$ cat config.mk
export PLATFORM = sky130hd
export DESIGN_NAME = down_count_timer_flat
export DESIGN_NICKNAME = d
export VERILOG_FILES = /design/src/rtl/down_count_timer_if.sv /design/src/rtl/down_count_timer.sv /design/src/flat_wrapper.sv
export SDC_FILE = /design/constraint.sdc
export NUM_CORES = 1
export LEC_CHECK = 0
export ABC_AREA = 0
export BUFFER_PORTS_ARGS = -buffer_cell sky130_fd_sc_hd__buf_2
export CORE_MARGIN = 2
export CORE_UTILIZATION = 44
export CTS_CLUSTER_SIZE = 12
export DETAILED_ROUTE_END_ITERATION = 8
export PLACE_DENSITY = 0.71
export RECOVER_POWER = 25
export SLEW_MARGIN = 10
export SYNTH_ARGS = -nofsm -noshare
export SYNTH_HDL_FRONTEND = slang
export SYNTH_SLANG_ARGS = --single-unit
$ cat constraint.sdc
create_clock -name clk -period 1.5 [get_ports clk]
set_clock_uncertainty 0.05 [all_clocks]
set_input_delay 0.075 -clock clk [delete_from_list [all_inputs] [get_ports clk]]
set_output_delay 0.075 -clock clk [all_outputs]
set_load 0.01 [all_outputs]
$ cat src/rtl/down_count_timer_if.sv
// ============================================================================
// down_count_timer_if : control/status bundle for the down-counting timer
// Rev 1.0 - initial release
// ============================================================================
`default_nettype none

interface down_count_timer_if #(
    parameter int WIDTH = 4
) ();
    logic             load;
    logic [WIDTH-1:0] load_val;
    logic             en;
    logic             auto_reload;
    logic             clr;
    logic [WIDTH-1:0] count;
    logic             busy;
    logic             done;
    logic             expired;

    modport master (
        output load, load_val, en, auto_reload, clr,
        input  count, busy, done, expired
    );

    modport slave (
        input  load, load_val, en, auto_reload, clr,
        output count, busy, done, expired
    );
endinterface

`default_nettype wire

$ cat src/rtl/down_count_timer.sv
// ============================================================================
// down_count_timer : loadable down counter with one-shot / periodic modes
// Rev 1.0 - initial release
// ============================================================================
`default_nettype none

module down_count_timer #(
    parameter int WIDTH = 4
) (
    input  wire logic          clk,
    input  wire logic          rst,
    down_count_timer_if.slave  bus
);

    typedef enum logic [1:0] {
        ST_IDLE    = 2'd0,
        ST_RUN     = 2'd1,
        ST_EXPIRED = 2'd2
    } state_t;

    localparam logic [WIDTH-1:0] c_one = WIDTH'(1);

    state_t           r_state;
    logic [WIDTH-1:0] r_count;
    logic [WIDTH-1:0] r_reload;
    logic             r_done;
    logic             r_busy;
    logic             r_expired;

    always_ff @(posedge clk or posedge rst) begin
        if (rst) begin
            r_state   <= ST_IDLE;
            r_count   <= '0;
            r_reload  <= '0;
            r_done    <= 1'b0;
            r_busy    <= 1'b0;
            r_expired <= 1'b0;
        end else if (bus.load) begin
            // Load restarts from any state and swallows a coincident terminal.
            r_count   <= bus.load_val;
            r_reload  <= bus.load_val;
            r_done    <= 1'b0;
            r_expired <= 1'b0;
            if (bus.load_val != '0) begin
                r_state <= ST_RUN;
                r_busy  <= 1'b1;
            end else begin
                r_state <= ST_IDLE;
                r_busy  <= 1'b0;
            end
        end else begin
            r_done <= 1'b0;
            case (r_state)
                ST_RUN: begin
                    if (bus.en) begin
                        if (r_count > c_one) begin
                            r_count <= r_count - c_one;
                        end else begin
                            r_done <= 1'b1;
                            if (bus.auto_reload) begin
                                r_count <= r_reload;
                            end else begin
                                r_count   <= '0;
                                r_state   <= ST_EXPIRED;
                                r_busy    <= 1'b0;
                                r_expired <= 1'b1;
                            end
                        end
                    end
                end
                ST_EXPIRED: begin
                    if (bus.clr) begin
                        r_state   <= ST_IDLE;
                        r_expired <= 1'b0;
                    end
                end
                default: begin
                end
            endcase
        end
    end

    assign bus.count   = r_count;
    assign bus.busy    = r_busy;
    assign bus.done    = r_done;
    assign bus.expired = r_expired;

endmodule

`default_nettype wire

$ cat src/flat_wrapper.sv
// flat-port wrapper written by rule: the top's interface ports become plain ports
module down_count_timer_flat 
#(
    parameter int WIDTH = 4
)
  (clk, rst, bus_load, bus_load_val, bus_en, bus_auto_reload, bus_clr, bus_count, bus_busy, bus_done, bus_expired);
  down_count_timer_if #(.WIDTH(WIDTH)) bus_i ();
  input  wire logic clk;
  input  wire logic rst;
  input wire logic [$bits(bus_i.load)-1:0] bus_load;
  input wire logic [$bits(bus_i.load_val)-1:0] bus_load_val;
  input wire logic [$bits(bus_i.en)-1:0] bus_en;
  input wire logic [$bits(bus_i.auto_reload)-1:0] bus_auto_reload;
  input wire logic [$bits(bus_i.clr)-1:0] bus_clr;
  output wire logic [$bits(bus_i.count)-1:0] bus_count;
  output wire logic [$bits(bus_i.busy)-1:0] bus_busy;
  output wire logic [$bits(bus_i.done)-1:0] bus_done;
  output wire logic [$bits(bus_i.expired)-1:0] bus_expired;
  assign bus_i.load = bus_load;
  assign bus_i.load_val = bus_load_val;
  assign bus_i.en = bus_en;
  assign bus_i.auto_reload = bus_auto_reload;
  assign bus_i.clr = bus_clr;
  assign bus_count = bus_i.count;
  assign bus_busy = bus_i.busy;
  assign bus_done = bus_i.done;
  assign bus_expired = bus_i.expired;
  down_count_timer #(.WIDTH(WIDTH)) u_core (.clk(clk), .rst(rst), .bus(bus_i));
endmodule
=== Word-level counts from Yosys, hierarchy flattened ===
Cells that the tools add are included.
Widths: inputs -> output; s select.

* Order comparisons: 1
* Muxes and demuxes: 28
* Add/sub/neg operators: 1
* Reduce and logical (&&, ||, !) cells: 7
* Eq/ne operators: 8

{| class="wikitable"
|+ Operators by type and width
! cell !! number
|-
| $mux 4 || 5
|-
| $mux 1 || 16
|-
| $ne 3x3->1 const B || 4
|-
| $mux 2 || 5
|-
| $reduce_and 5->1 || 1
|-
| $gt 4x1->1 const B || 1
|-
| $ne 2x2->1 const B || 2
|-
| $pmux 2 s2 || 1
|-
| $reduce_and 4->1 || 1
|-
| $reduce_bool 2->1 || 2
|-
| $reduce_bool 4->1 || 1
|-
| $sub 4x1->4 const B || 1
|-
| $reduce_bool 3->1 || 1
|-
| $eq 2x1->1 const B || 1
|-
| $eq 2x2->1 const B || 1
|-
| $pmux 1 s2 || 1
|-
| $reduce_and 2->1 || 1
|}

* Input bits: 10
* Output and inout bits: 7
* Logic and storage cells: 51
* Flip-flop bits (word level): 13

=== Longest topological paths before layout ===
* Depth in word-level cells: 5
* Mapped depth: 6
* Depth with buffers taken out: 6

=== Worst setup path before layout ===
OpenSTA, ideal clock, no wires.

* Path type: reg2reg
* Start: register u_core.r_state[1]
* End: register u_core.r_count[3], in the netlist u_core.bus.count[3]
* Library setup time: 0.086 ns
* Path slack: -0.102 ns
* Data arrival time: 1.466 ns
* Path buffers: 0
* Period minus slack after synthesis: 1.602 ns
* Required time: 1.364 ns
* Stages on the path, launching flop included: 5
* Cells stage by stage: dfrtp_1 -> nand3b_4 -> or4_1 -> or3_1 -> a32oi_1

* Cells in the longest elaborated chain, start to end: 3

{| class="wikitable"
|+ Ends and longest elaborated chain
! what !! line !! RTL
|-
| start: declaration || down_count_timer.sv:23 || <nowiki>state_t r_state;</nowiki>
|-
| start signal: assignment || down_count_timer.sv:32 || <nowiki>r_state <= ST_IDLE;</nowiki>
|-
| start signal: assignment || down_count_timer.sv:45 || <nowiki>r_state <= ST_RUN;</nowiki>
|-
| start signal: assignment || down_count_timer.sv:48 || <nowiki>r_state <= ST_IDLE;</nowiki>
|-
| $eq 2x1->1 || down_count_timer.sv:53 || <nowiki>case (r_state)</nowiki>
|-
| $reduce_bool 2->1 (no line) || - ||
|-
| $reduce_and 2->1 (no line) || - ||
|-
| end signal: assignment || down_count_timer.sv:40 || <nowiki>r_count <= bus.load_val;</nowiki>
|-
| end signal: assignment || down_count_timer.sv:57 || <nowiki>r_count <= r_count - c_one;</nowiki>
|-
| end signal: assignment || down_count_timer.sv:61 || <nowiki>r_count <= r_reload;</nowiki>
|-
| end: declaration || down_count_timer.sv:24 || <nowiki>logic [WIDTH-1:0] r_count;</nowiki>
|}

Every way passes these cells.
A chain may end at the register's enable or synchronous reset.

=== Worst setup path after layout ===
* Start: register u_core.r_count[0], in the netlist u_core.bus.count[0]
* End: register u_core.r_count[3], in the netlist u_core.bus.count[3]

* Cells in the longest elaborated chain, start to end: 5
* Elaborated cells on any way between the ends: 6
* Those cells by class: add/sub (1); order compare (1); mux (4)

{| class="wikitable"
|+ Ends and longest elaborated chain
! what !! line !! RTL
|-
| $sub 4x1->4 / $gt 4x1->1 (equally long branches) || down_count_timer.sv:57, down_count_timer.sv:56 ||
|-
| $mux 4 * || down_count_timer.sv:56 || <nowiki>if (r_count > c_one) begin</nowiki>
|-
| $mux 4 * || down_count_timer.sv:55 || <nowiki>if (bus.en) begin</nowiki>
|-
| $mux 4 * || down_count_timer.sv:53 ||
|-
| $mux 4 * || down_count_timer.sv:38 || <nowiki>end else if (bus.load) begin</nowiki>
|}

Every way passes the cells marked *; elsewhere a longest branch is shown, timed or not. The select of a mux whose other input is x is not followed.

==> flow_summary_export.csv <==
group,metric,value,unit
status,status,"complete, but fails checks",
status,failing_checks,"negative setup slack",
yosys,synth.lib_cells_used.distinct,25,
cells_and_area,diodes,0,
die,die_h,42.4,um
power_and_ir_drop,power_density,895,mW/mm2
setup_path,worstPathMaxFanout,5,
yosys,synth_seq_area_share,46.2,%
sta,rsz0062_at_grt,"true",
yosys,synth.most_common_cell,"dfrtp_1",
placement,post-dp-hpwl,1.12,mm
die,die_width,42.4,um
setup_path,crit_path_start,"u_core.bus.count[0]",
yosys,synth_enable_flop_cells,0,
clocking,cts_max_level,1,
die,placeableCoreArea,0.00133,mm2
global_route,grt_first_pass_wirelength,2.72,mm
yosys,synthTopCellsByCount,"dfrtp_1 (12), inv_1 (10), o21ai_0 (7)",
setup_path,ff2ff_setup_slack,-160,ps
yosys,syn_inst,68,
sta,finalCritPeriodShare,110,%
yosys,netlist.area_leader.share,46.2,%
global_route,globalRouteTotalUtil,20.2,%
cells_and_area,area.growth.synth_to_final,43.2,%
placement,numPortBuffers,16,
die,placement_rows,13,
placement,gp_routability_congestion,0.877,
clocking,clock-root-buffer,"clkbuf_4",
sta,fin_setup_tns,-239,ps
sta,period_needed,1660,ps
sta,tightest_slew,469,ps
global_route,grt_antenna_before_repair,0,
route,via_count,626,
sta,slew-limit-headroom,68.7,%
setup_path,worst_setup_path_endpoint,"u_core.bus.count[3]",
yosys,ys_seq_elements,12,
yosys,syn_area_per_cell,9.55,um2
yosys,ys_dominant_reg_cell,"dfrtp_1",
clocking,worst_setup_hold_path_clk_slew,80,ps
clocking,cts_made_buffers,3,
route,drt-initial-drc-count,33,
yosys,netlist.top_cell.by_area,"dfrtp_1",
setup_path,reg2reg_to,"u_core.bus.count[3]",
route,drc_errors,0,
yosys,syn_nets,80,
global_route,first_global_vias,581,
route,antenna_violating_nets_left,0,
setup_path,critPathRequiredTime,1640,ps
global_route,grt_max_degree,17,
sta,slew_violations,0,
sta,clock.fmax,0.604,GHz
clocking,worstSkewPairLatency,270,ps
setup_path,path_cells,"or4_4, or3_1, a32oi_1",
setup_path,cpPeakStageDelay,530,ps
setup_path,path_class,"flop to flop",
route,drt_first_pass_iters,4,
sta,final-setup-viol-count,2,
yosys,synth.yosys.warnings,0,
sta,report.final.hold_viol_count,0,
power_and_ir_drop,power_leakage,0.441,nW
cells_and_area,drive_above_1_share,43.4,%
clocking,cts_sinks,12,
clocking,cts.path.max_buffers,2,
setup_path,worstPathArrival,1790,ps
yosys,largest_cells_by_area_after_synthesis,"dfrtp_1 (46%), inv_1 (5.8%), o21ai_0 (5.4%)",
route,drt_wl_total,1.68,mm
setup_path,crit-reg2reg-launch,"u_core.bus.count[0]",
setup_path,reg2reg_depth,3,
clocking,cts_tree,"yes",
die,io-pin-count,17,
cells_and_area,num-nets-final,113,
setup_path,crit_slowest_cell,"or4_4",
yosys,syn_area,649,um2
hold_path,holdCritPathClass,"input port to flop",
global_route,globalRouteOverflowTotal,0,
die,floorplan.die_area,0.00180,mm2
run,max_capacitance_violation_count,0,
yosys,async_reset_ff_share,100,%
setup_path,endpoint_kind,"flop",
die,initial_core_util,48.7,%
sta,worst_case_setup_margin_in_the_final_layout,-156,ps
power_and_ir_drop,p_total,832,uW
setup_path,worstSetupStartpointType,"flop",
route,wire_per_inst,14.7,um
power_and_ir_drop,power.ir.vdd_worst,0.513,mV
route,drt-vias-per-instance,5.49,
## layout by cell type, fill, tap and decap left out, types with 2 or more instances in the layout
| master | n |
|---|---|
| a21oi_1 | 5 |
| buf_2 | 15 |
| buf_4 | 10 |
| clkbuf_4 | 3 |
| dfrtp_1 | 11 |
| dlygate4sd3_1 | 3 |
| ha_4 | 2 |
| inv_1 | 8 |
| inv_2 | 2 |
| mux2_2 | 2 |
| nand2_1 | 5 |
| nor2_1 | 4 |
| o21ai_0 | 6 |
## final cells by class
class / instances / area [um2]
well taps: 15 / 18.8
inverters: 10 / 37.5
fillers: 107 / 404
multi-input cells: 44 / 354
flip-flops and latches: 12 / 302
clock buffers: 3 / 22.5
repair buffers: 30 / 195
## cell families after synthesis
kind of cell | after synthesis | share of synthesized area [%]
mux | 2 | 3.47
compound gates | 21 | 20.4
simple gates | 19 | 17.0
fa+ha+maj | 2 | 3.85
flops | 12 | 46.2
buf+inv | 12 | 9.06
## power breakdown
group | total, mW | switching [mW] | internal, mW
sequential | 0.385 | 0.0328 | 0.353
combinational | 0.252 | 0.126 | 0.126
clock | 0.195 | 0.102 | 0.0929
total | 0.832 | 0.261 | 0.571
## worst min-delay path by stage
stage / cells after the start / slack [ps] / startpoint / end
after floorplan: 1 / -110 / rst / u_core.bus.busy
after global placement: 2 / 60 / rst / u_core.bus.done
after detailed placement: 2 / 70 / rst / u_core.bus.done
after CTS: 3 / 4 / bus_load_val[2] / u_core.r_reload[2]
after global routing: 3 / 6 / bus_load_val[2] / u_core.r_reload[2]
final: 3 / 10 / bus_load_val[2] / u_core.bus.busy
## repair_timing
item,4_1_cts,5_1_grt
endpoints found under the setup margin,6,7
hold buffers,3,0
gates cloned,0,0
resized for setup,5,12
endpoints found under the hold margin,14,0
buffers inserted,0,1
pin swaps,2,2
## state kept, by name, summed over array words and instances, names as in the netlist
register / count
u_core.bus.busy: 1
u_core.bus.count: 4
u_core.bus.done: 1
u_core.r_reload: 4
u_core.r_state: 2
## worst max-delay path, delay by kind of cell, from the launching register on
family	cells	cell delay, ps
compound gates	1	210
flops	1	460
simple gates	2	850
## stage by stage
stage                     setup WS [ps]  std cells  utilization (%)  area (um2)  hold WS [ps]
after CTS                         -96.2        113             65.3         871          4.20
after detailed placement           -130        107             60.1         802          68.4
after floorplan                    -102         68                -         649          -110
after global placement            -62.6        107             60.1         802          62.2
after global routing               -183        114             69.7         930          5.68
final                              -156        114             69.7         930          10.9
## per-layer routing
layer | global-route usage (%) | vias up | share of wire, %
li1 | - | 304 | -
met1 | 26.9 | 294 | 45
met2 | 32.3 | 28 | 49
met3 | 2.59 | 0 | 6.1
met4 | 9.38 | 0 | 0
met5 | 0 | - | 0
(Power assumes the default switching activity.)
